### src/rtl/pipe_ctrl_pkg.sv
// rtl/pipe_ctrl_pkg.sv - state encodings, stall vectors and bus width for pipe_ctrl
package pipe_ctrl_pkg;

  localparam int ADDR_W = 32;
  localparam logic [ADDR_W-1:0] ZERO_WORD = '0;

  // Stall bits: 0 pc, 1 if, 2 id, 3 ex, 4 mem, 5 wb
  localparam logic [5:0] STALL_NONE = 6'b000000;
  localparam logic [5:0] STALL_ID   = 6'b000111;
  localparam logic [5:0] STALL_EX   = 6'b001111;

  typedef enum logic [1:0] {
    ST_RUN     = 2'd0,
    ST_MC_WAIT = 2'd1,
    ST_FLUSH   = 2'd2
  } state_t;

endpackage

### src/rtl/pipe_ctrl_if.sv
// rtl/pipe_ctrl_if.sv - request/stall/flush bundle between core and pipe_ctrl
// Carries stall_cycles only when PIPE_STALL_CNT_EN is defined.
interface pipe_ctrl_if;
  import pipe_ctrl_pkg::*;

  logic              stallreq_id;
  logic              stallreq_ex;
  logic              mc_ready;
  logic              flush_req;
  logic [ADDR_W-1:0] flush_pc;
  logic [5:0]        stall;
  logic              mc_start;
  logic              mc_annul;
  logic              flush;
  logic [ADDR_W-1:0] new_pc;
  logic              mc_err;
`ifdef PIPE_STALL_CNT_EN
  logic [31:0]       stall_cycles;
`endif

  modport master (
    input  stallreq_id, stallreq_ex, mc_ready, flush_req, flush_pc,
    output stall, mc_start, mc_annul, flush, new_pc, mc_err
`ifdef PIPE_STALL_CNT_EN
    , output stall_cycles
`endif
  );

  modport slave (
    output stallreq_id, stallreq_ex, mc_ready, flush_req, flush_pc,
    input  stall, mc_start, mc_annul, flush, new_pc, mc_err
`ifdef PIPE_STALL_CNT_EN
    , input stall_cycles
`endif
  );

endinterface

### src/rtl/pipe_ctrl.sv
// rtl/pipe_ctrl.sv - stall merge, multi-cycle handshake and flush sequencing
// Optional stall_cycles counter enabled by PIPE_STALL_CNT_EN.
module pipe_ctrl
  import pipe_ctrl_pkg::*;
#(
  parameter int MC_TIMEOUT   = 64,
  parameter int FLUSH_CYCLES = 1
) (
  input  logic        clk,
  input  logic        rst,
  pipe_ctrl_if.master io
);

  localparam int WAIT_W  = $clog2(MC_TIMEOUT);
  localparam int FLUSH_W = $clog2(FLUSH_CYCLES + 1);
  localparam logic [WAIT_W-1:0]  WAIT_LAST  = WAIT_W'(MC_TIMEOUT - 1);
  localparam logic [FLUSH_W-1:0] FLUSH_LAST = FLUSH_W'(FLUSH_CYCLES - 1);

  state_t            state_q, state_d;
  logic [WAIT_W-1:0] wait_cnt_q, wait_cnt_d;
  logic [FLUSH_W-1:0] flush_cnt_q, flush_cnt_d;
  logic [ADDR_W-1:0] pc_q, pc_d;
  logic              start_q, start_d;
  logic              annul_q, annul_d;
  logic              err_q, err_d;
  logic [5:0]        stall_d;
  logic              flush_act;

  always_ff @(posedge clk or posedge rst) begin
    if (rst) begin
      state_q     <= ST_RUN;
      wait_cnt_q  <= '0;
      flush_cnt_q <= '0;
      pc_q        <= ZERO_WORD;
      start_q     <= 1'b0;
      annul_q     <= 1'b0;
      err_q       <= 1'b0;
    end else begin
      state_q     <= state_d;
      wait_cnt_q  <= wait_cnt_d;
      flush_cnt_q <= flush_cnt_d;
      pc_q        <= pc_d;
      start_q     <= start_d;
      annul_q     <= annul_d;
      err_q       <= err_d;
    end
  end

  always_comb begin
    state_d     = state_q;
    wait_cnt_d  = wait_cnt_q;
    flush_cnt_d = flush_cnt_q;
    pc_d        = pc_q;
    start_d     = 1'b0;
    annul_d     = 1'b0;
    err_d       = err_q;
    stall_d     = STALL_NONE;
    case (state_q)
      ST_RUN: begin
        wait_cnt_d  = '0;
        flush_cnt_d = '0;
        if (io.flush_req) begin
          pc_d    = io.flush_pc;
          state_d = ST_FLUSH;
        end else if (io.stallreq_ex) begin
          stall_d = STALL_EX;
          start_d = 1'b1;
          state_d = ST_MC_WAIT;
        end else if (io.stallreq_id) begin
          stall_d = STALL_ID;
        end
      end
      ST_MC_WAIT: begin
        stall_d    = STALL_EX;
        wait_cnt_d = wait_cnt_q + WAIT_W'(1);
        // A flush discards the in-flight op, so it outranks a same-cycle result.
        if (io.flush_req) begin
          annul_d    = 1'b1;
          pc_d       = io.flush_pc;
          wait_cnt_d = '0;
          state_d    = ST_FLUSH;
        end else if (io.mc_ready) begin
          stall_d    = STALL_NONE;
          wait_cnt_d = '0;
          state_d    = ST_RUN;
        end else if (wait_cnt_q == WAIT_LAST) begin
          annul_d    = 1'b1;
          err_d      = 1'b1;
          wait_cnt_d = '0;
          state_d    = ST_RUN;
        end
      end
      ST_FLUSH: begin
        flush_cnt_d = flush_cnt_q + FLUSH_W'(1);
        if (flush_cnt_q == FLUSH_LAST) begin
          flush_cnt_d = '0;
          state_d     = ST_RUN;
        end
      end
      default: state_d = ST_RUN;
    endcase
  end

  // Combinational outputs are gated so they fall the instant rst rises.
  assign flush_act   = !rst && (state_q == ST_FLUSH);
  assign io.stall    = rst ? STALL_NONE : stall_d;
  assign io.flush    = flush_act;
  assign io.new_pc   = flush_act ? pc_q : ZERO_WORD;
  assign io.mc_start = start_q;
  assign io.mc_annul = annul_q;
  assign io.mc_err   = err_q;

`ifdef PIPE_STALL_CNT_EN
  logic [31:0] stall_cnt_q;

  always_ff @(posedge clk or posedge rst) begin
    if (rst)
      stall_cnt_q <= '0;
    else if (stall_d != STALL_NONE)
      stall_cnt_q <= stall_cnt_q + 32'd1;
  end

  assign io.stall_cycles = stall_cnt_q;
`endif

endmodule

### src/flat_wrapper.sv
// flat-port wrapper written by rule: the top's interface ports become plain ports
module pipe_ctrl_flat import pipe_ctrl_pkg::*;
#(
  parameter int MC_TIMEOUT   = 64,
  parameter int FLUSH_CYCLES = 1
)
  (clk, rst, io_stallreq_id, io_stallreq_ex, io_mc_ready, io_flush_req, io_flush_pc, io_stall, io_mc_start, io_mc_annul, io_flush, io_new_pc, io_mc_err);
  pipe_ctrl_if io_i ();
  input  logic clk;
  input  logic rst;
  input wire logic [$bits(io_i.stallreq_id)-1:0] io_stallreq_id;
  input wire logic [$bits(io_i.stallreq_ex)-1:0] io_stallreq_ex;
  input wire logic [$bits(io_i.mc_ready)-1:0] io_mc_ready;
  input wire logic [$bits(io_i.flush_req)-1:0] io_flush_req;
  input wire logic [$bits(io_i.flush_pc)-1:0] io_flush_pc;
  output wire logic [$bits(io_i.stall)-1:0] io_stall;
  output wire logic [$bits(io_i.mc_start)-1:0] io_mc_start;
  output wire logic [$bits(io_i.mc_annul)-1:0] io_mc_annul;
  output wire logic [$bits(io_i.flush)-1:0] io_flush;
  output wire logic [$bits(io_i.new_pc)-1:0] io_new_pc;
  output wire logic [$bits(io_i.mc_err)-1:0] io_mc_err;
  assign io_i.stallreq_id = io_stallreq_id;
  assign io_i.stallreq_ex = io_stallreq_ex;
  assign io_i.mc_ready = io_mc_ready;
  assign io_i.flush_req = io_flush_req;
  assign io_i.flush_pc = io_flush_pc;
  assign io_stall = io_i.stall;
  assign io_mc_start = io_i.mc_start;
  assign io_mc_annul = io_i.mc_annul;
  assign io_flush = io_i.flush;
  assign io_new_pc = io_i.new_pc;
  assign io_mc_err = io_i.mc_err;
  pipe_ctrl #(.MC_TIMEOUT(MC_TIMEOUT), .FLUSH_CYCLES(FLUSH_CYCLES)) u_core (.clk(clk), .rst(rst), .io(io_i));
endmodule
### config.mk
export PLATFORM = sky130hd
export DESIGN_NAME = pipe_ctrl_flat
export DESIGN_NICKNAME = d
export VERILOG_FILES = /design/src/rtl/pipe_ctrl_pkg.sv /design/src/rtl/pipe_ctrl_if.sv /design/src/rtl/pipe_ctrl.sv /design/src/flat_wrapper.sv
export SDC_FILE = /design/constraint.sdc
export NUM_CORES = 1
export LEC_CHECK = 0
export CORE_MARGIN = 5
export CORE_UTILIZATION = 44
export CTS_BUF_LIST = sky130_fd_sc_hd__clkbuf_8
export DETAILED_ROUTE_END_ITERATION = 16
export HOLD_SLACK_MARGIN = 0.02
export PLACE_DENSITY = 0.87
export SYNTH_ARGS = -nofsm -noshare
export SYNTH_HDL_FRONTEND = slang
export SYNTH_SLANG_ARGS = --single-unit
### constraint.sdc
create_clock -name clk -period 1.98 [get_ports clk]
set_input_delay 0.198 -clock clk [delete_from_list [all_inputs] [get_ports clk]]
set_output_delay 0.198 -clock clk [all_outputs]
set_load 0.01 [all_outputs]
==> impl_metrics.ini, run 1 <==
[route]
drt-initial-drc-count = 32
wire_per_inst_um = 15.4
drt_pre_antenna_iters = 4
drcViolationCount = 0
drt-vias-per-instance = 4.97
dr_total_vias = 1521
wl_mm = 4.70
detail-route-antenna-nets = 0

[global_route]
grt_pass1_vias = 1617
track_usage = 0.168
grt_max_degree = 25
overflow = 0
grt_first_pass_wirelength_mm = 7.98
antenna_found_initial = 0

[die]
rows = 24
pin_count = 80
die_h_um = 76.6
core_mm2 = 0.00432
die_w_um = 76.6
die_area_mm2 = 0.00586
initial_utilization = 0.451

[yosys]
yosys.area.top_type = dfrtp_1
synth_flop_cell = dfrtp_1
yosysTopAreaCellShare = 0.552
ys_seq_area_frac = 0.552
syn_area_mm2 = 0.00195
synthArstFlopShare = 1.00
synth.avg_cell_area_um2 = 12.1
synth-seq-cells = 43
yosysUniqueCellTypes = 28
ys_top_cells_by_area = dfrtp_1, mux2_2, and2_1, o21ai_0, buf_4
netlist_instances = 161
synth-edff-count = 0
yosysWarnings = 0

[timing]
post-route-period-util = 0.946
fmax_mhz = 534
finalSetupViolCount = 0
worst_slack_ps = 108
drv_slew = 0
fin_skew_ps = 6.60
hold_viol_final = 0
rsz0062_at_grt = no
period_needed_ps = 1870

[clock_tree]
clk_latency_ps = 290
cts_buffers = 5
clockRootBuffer = clkbuf_8
cts_tree = built
path_clk_slew_ps = 70
cts.path.max_buffers = 2
cts_hold_buf = 0
htreeDepth = 2
cts.sink_count = 43

[layout]
drive_gt1_frac = 0.268
diodes = 0
n_fill_cell = 355
synthToLayoutAreaGrowth_pct = 53.5
design_area_mm2 = 0.00299
utilization = 0.692
nets = 293

[critical_path]
r2r-start = u_core.state_q[1]
crit_required_ps = 1780
crit_arrival_ps = 1670
cp-start-kind = input pin
endpoint_kind = primary output
cp_max_fo = 5
rr_endpoint = u_core.wait_cnt_q[5]
reg2reg_slack_ps = 210
critPathKind = input pin to primary output
worstRegToRegCells = 4
crit_path_start = rst

[place]
dpl_worst_slack_ps = -132
dp_hpwl_mm = 3.34
io_buffer_count = 77
place_congestion = 0.748
place_area_mm2 = 0.00286

[power]
power_w = 0.00198
seq_power_share = 0.519
clkPwrFrac = 0.278
p_per_area_mw_per_mm2 = 660
share_comb_of_total_power = 0.203
internal_power_w = 0.00150
swShare = 0.239
power.net_switching_w = 0.000473
leakage_nw = 1.46
ir_drop_mv = 0.443

[job]
cap_violations = 0

[hold_path]
min_to = u_core.io.mc_err
whs_path_depth = 1
min-delay-start = u_core.io.mc_err
hp-class = flip-flop to flip-flop

[run_status]
status = finished, final reports clean
==> cell families after synthesis <==
logic type	Yosys count	share of synthesized area
AND/OR/NAND/NOR	55	0.173
flip-flops	43	0.552
multiplexers	32	0.185
AO/OA/AOI/OAI	15	0.0449
buffers and inverters	14	0.0366
adder cells (fa/ha/maj)	1	0.00642
other	1	0.00192
==> cell usage after synthesis, types with 2 or more instances <==
cell type / instances
clkbuf_1: 4
nor4b_1: 2
a21o_1: 2
mux2_2: 32
nor2_1: 3
inv_1: 3
and2_1: 32
buf_4: 4
dfrtp_1: 43
buf_2: 3
a21oi_1: 2
nand2_1: 6
o21ai_0: 8
nor4_1: 2
nand3_1: 2
==> routing by layer <==
layer	GRT usage	vias to the layer above	wire length, um
li1	-	732	-
met1	0.194	731	1930
met2	0.297	53	2390
met3	0.0508	5	316
met4	0.0524	0	68
met5	0	-	0
==> registers in the layout (all words and copies together), names as in the netlist <==
register	count
u_core.wait_cnt_q	6
u_core.state_q	2
u_core.io.mc_start	1
u_core.pc_q	32
u_core.io.mc_err	1
u_core.io.mc_annul	1
==> cell usage in the layout (no fill, tap or decap), drive strengths merged, types with 2 or more instances in the layout <==
cell,n
and2,32
nor2,3
dlygate4sd2,36
nand3,2
nor4,2
buf,19
clkbuf,6
dfrtp,43
nand2,6
conb,2
clkdlybuf4s50,40
a21oi,2
o21ai,8
a21o,2
inv,3
nor4b,2
mux2,32
and3,2
==> layout make-up <==
| cell class | instances | area [um^2] | area share |
|---|---|---|---|
| sequential | 43 | 1080 | 0.360 |
| inverter | 3 | 11.3 | 0.00376 |
| clock inverter | 1 | 5.00 | 0.00167 |
| timing repair buffer | 96 | 915 | 0.306 |
| multi-input combinational | 105 | 837 | 0.280 |
| clock buffer | 6 | 82.6 | 0.0276 |
| tap | 52 | 65.1 | 0.0217 |
==> repair_timing <==
action / 4_1_cts / 5_1_grt
gates resized for setup: 47 / 1
pin swaps: 1 / 0
setup endpoints to repair: 37 / 1
endpoints found under the hold margin: 0 / 0
cloned: 2 / 0
buffers inserted: 5 / 0
==> worst max path at each step <==
stage,end,slack (ps),depth (start not counted)
3_3_place_gp,io_stall[1],-120,6
6_report,io_new_pc[18],110,6
2_1_floorplan,io_stall[1],310,4
3_5_place_dp,io_stall[2],-130,6
5_1_grt,io_new_pc[31],9,5
4_1_cts,io_stall[3],50,5
==> power groups by stage <==
stage | Sequential, W | Combinational (W) | Clock [W]
after global routing | 0.00104 | 0.000437 | 0.000602
after CTS | 0.00103 | 0.000407 | 0.000570
final | 0.00103 | 0.000400 | 0.000550
after global placement | 0.00104 | 0.000399 | 0
after detailed placement | 0.00104 | 0.000409 | 0
after floorplan | 0.00103 | 0.000205 | 0
==> worst max-delay path: stages <==
cell and delay (ps):
clkdlybuf4s50_1 510, nor3b_4 330, buf_6 160, buf_6 110, and2_1 110, dlygate4sd2_1 260
==> stage by stage <==
stage / std cells / TNS, ps / hold slack, ps
after CTS: 306 / 0 / 494
after floorplan: 162 / 0 / 281
after global routing: 306 / 0 / 512
after detailed placement: 292 / -799 / 475
after global placement: 292 / -438 / 465
final: 306 / 0 / 496
(Power assumes the default switching activity.)
==> run 2, diff against run 1 <==
--- a/config.mk
+++ b/config.mk
@@ -5,6 +5,7 @@
 export SDC_FILE = /design/constraint.sdc
 export NUM_CORES = 1
 export LEC_CHECK = 0
+export CORE_ASPECT_RATIO = 1.2
 export CORE_MARGIN = 5
 export CORE_UTILIZATION = 44
 export CTS_BUF_LIST = sky130_fd_sc_hd__clkbuf_8
==> run 2 against run 1 <==
  * Wire length fell by 4.6%
  * Clock-buffer cell count shrank 1
  * Via count down 1.2%
  * Combinational power fell by 2%
  * Clock skew grew 1.9 ps
  * Final cell count is 0.65% higher
  * Critical path depth fell by 3
  * First-iteration DRC count is 63% higher
  * Global-route usage shrank 0.80 points
  * Sequential share of layout area up 0.32 points
  * Sequential cell count unchanged
==> impl_metrics.ini, run 2 (synthesis results as in run 1) <==
[critical_path]
crit_required_ps = 1780
cp_max_fo = 6
endpoint_kind = primary output
cp-start-kind = flip-flop
crit_arrival_ps = 1740
reg2reg_slack_ps = 280
critPathKind = flip-flop to primary output

[layout]
utilization = 0.696
reg_top3 = u_core.pc_q: 32 flops, u_core.wait_cnt_q: 6 flops, u_core.state_q: 2 flops
regMostFlops = u_core.pc_q
fin_cells = 308
n_fill_cell = 338
largest_reg_flops = 32
diodes = 0
synthToLayoutAreaGrowth_pct = 52.2
multi_input_area_um2 = 831
regArea_mm2 = 0.00108
nets = 290
design_area_mm2 = 0.00297
drive_gt1_frac = 0.250
layout_common_cells = clkdlybuf4s50_1, dfrtp_1, dlygate4sd2_1

[clock_tree]
cts_buffers = 5
clk_latency_ps = 300
cts_tree = built
clockRootBuffer = clkbuf_8
cts_hold_buf = 0
cts.path.max_buffers = 2
cts.sink_count = 43
path_clk_slew_ps = 80
htreeDepth = 2

[power]
p_per_area_mw_per_mm2 = 658
leakage_nw = 1.42
ir_drop_mv = 0.532
power_w = 0.00195

[timing]
fin_skew_ps = 8.50
hold_viol_final = 0
period_needed_ps = 1940
tns_ps = 0
finalSetupViolCount = 0
fmax_mhz = 515
drv_slew = 0
rsz0062_at_grt = no
post-route-period-util = 0.980

[die]
initial_utilization = 0.457
die_h_um = 82.9
core_mm2 = 0.00426
rows = 26
die_area_mm2 = 0.00587
die_w_um = 70.8
pin_count = 80

[route]
drcViolationCount = 0
wire_per_inst_um = 14.6
drt-initial-drc-count = 52
drt-vias-per-instance = 4.88
wl_mm = 4.49
drt_pre_antenna_iters = 4
detail-route-antenna-nets = 0
dr_total_vias = 1503

[place]
place_congestion = 0.799
place_area_mm2 = 0.00286
post-place-cells = 296
dp_hpwl_mm = 3.28
io_buffer_count = 77

[global_route]
track_usage = 0.160
grt_pass1_vias = 1654
grt_first_pass_wirelength_mm = 7.58
antenna_found_initial = 0
overflow = 0
grt_max_degree = 44

[job]
cap_violations = 0

[hold_path]
hp-class = flip-flop to flip-flop

[run_status]
status = finished, final reports clean
-- run 2: cell count changes in the layout (fill, tap and decap cells not counted), sizes merged --
cell           previous run  this run
dlygate4sd2              36        35
dlymetal6s2s              1         0
clkinvlp                  0         1
clkinv                    1         2
clkbuf                    6         5
clkdlybuf4s50            40        42
buf                      19        16
-- run 2: repair_timing --
item | 4_1_cts | 5_1_grt
pin swaps | 1 | 0
setup endpoints to repair | 37 | 1
cloned | 0 | 0
hold endpoints to repair | 0 | 0
setup buffers | 2 | 2
resized for setup | 40 | 0
-- run 2: power breakdown --
group	internal [W]	switching (W)
clock	0.000241	0.000293
sequential	0.000980	0.0000444
combinational	0.000247	0.000145
-- run 2: per-stage QoR --
stage	hold WS [ps]	worst slack (ps)
5_1_grt	499	8.10
2_1_floorplan	281	306
3_3_place_gp	463	-87.7
6_report	495	38.7
4_1_cts	502	41.8
3_5_place_dp	481	-107
-- run 2: cell type report --
| cell class | count | area share |
|---|---|---|
| clock buffer | 5 | 0.0232 |
| clock inverter | 3 | 0.00548 |
| inverter | 3 | 0.00380 |
| multi-input combinational | 105 | 0.280 |
| sequential | 43 | 0.363 |
| tap | 56 | 0.0236 |
| timing repair buffer | 93 | 0.301 |
-- run 2: final timing paths --
check / startpoint / endpoint / cells after the start
max in group asynchronous: rst / u_core.state_q[0] / 4
min: u_core.io.mc_err / u_core.io.mc_err / 1
max reg2reg: u_core.state_q[1] / u_core.wait_cnt_q[5] / 4
max: u_core.state_q[0] / io_stall[3] / 3
min reg2reg: u_core.io.mc_err / u_core.io.mc_err / 1
min in group asynchronous: rst / u_core.wait_cnt_q[2] / 4
-- run 2: critical path, cell delays in order, from the launching register on --
cell             delay [ps]
dfrtp_2                 450
and3_2                  200
nor4_2                  200
clkdlybuf4s50_1         600
-- run 2: routing by layer --
layer | vias to the layer above | share of wire | global-route usage
li1 | 722 | - | -
met4 | 0 | 0.023 | 0.0598
met3 | 10 | 0.084 | 0.0688
met5 | - | 0 | 0
met1 | 715 | 0.38 | 0.171
met2 | 56 | 0.51 | 0.277
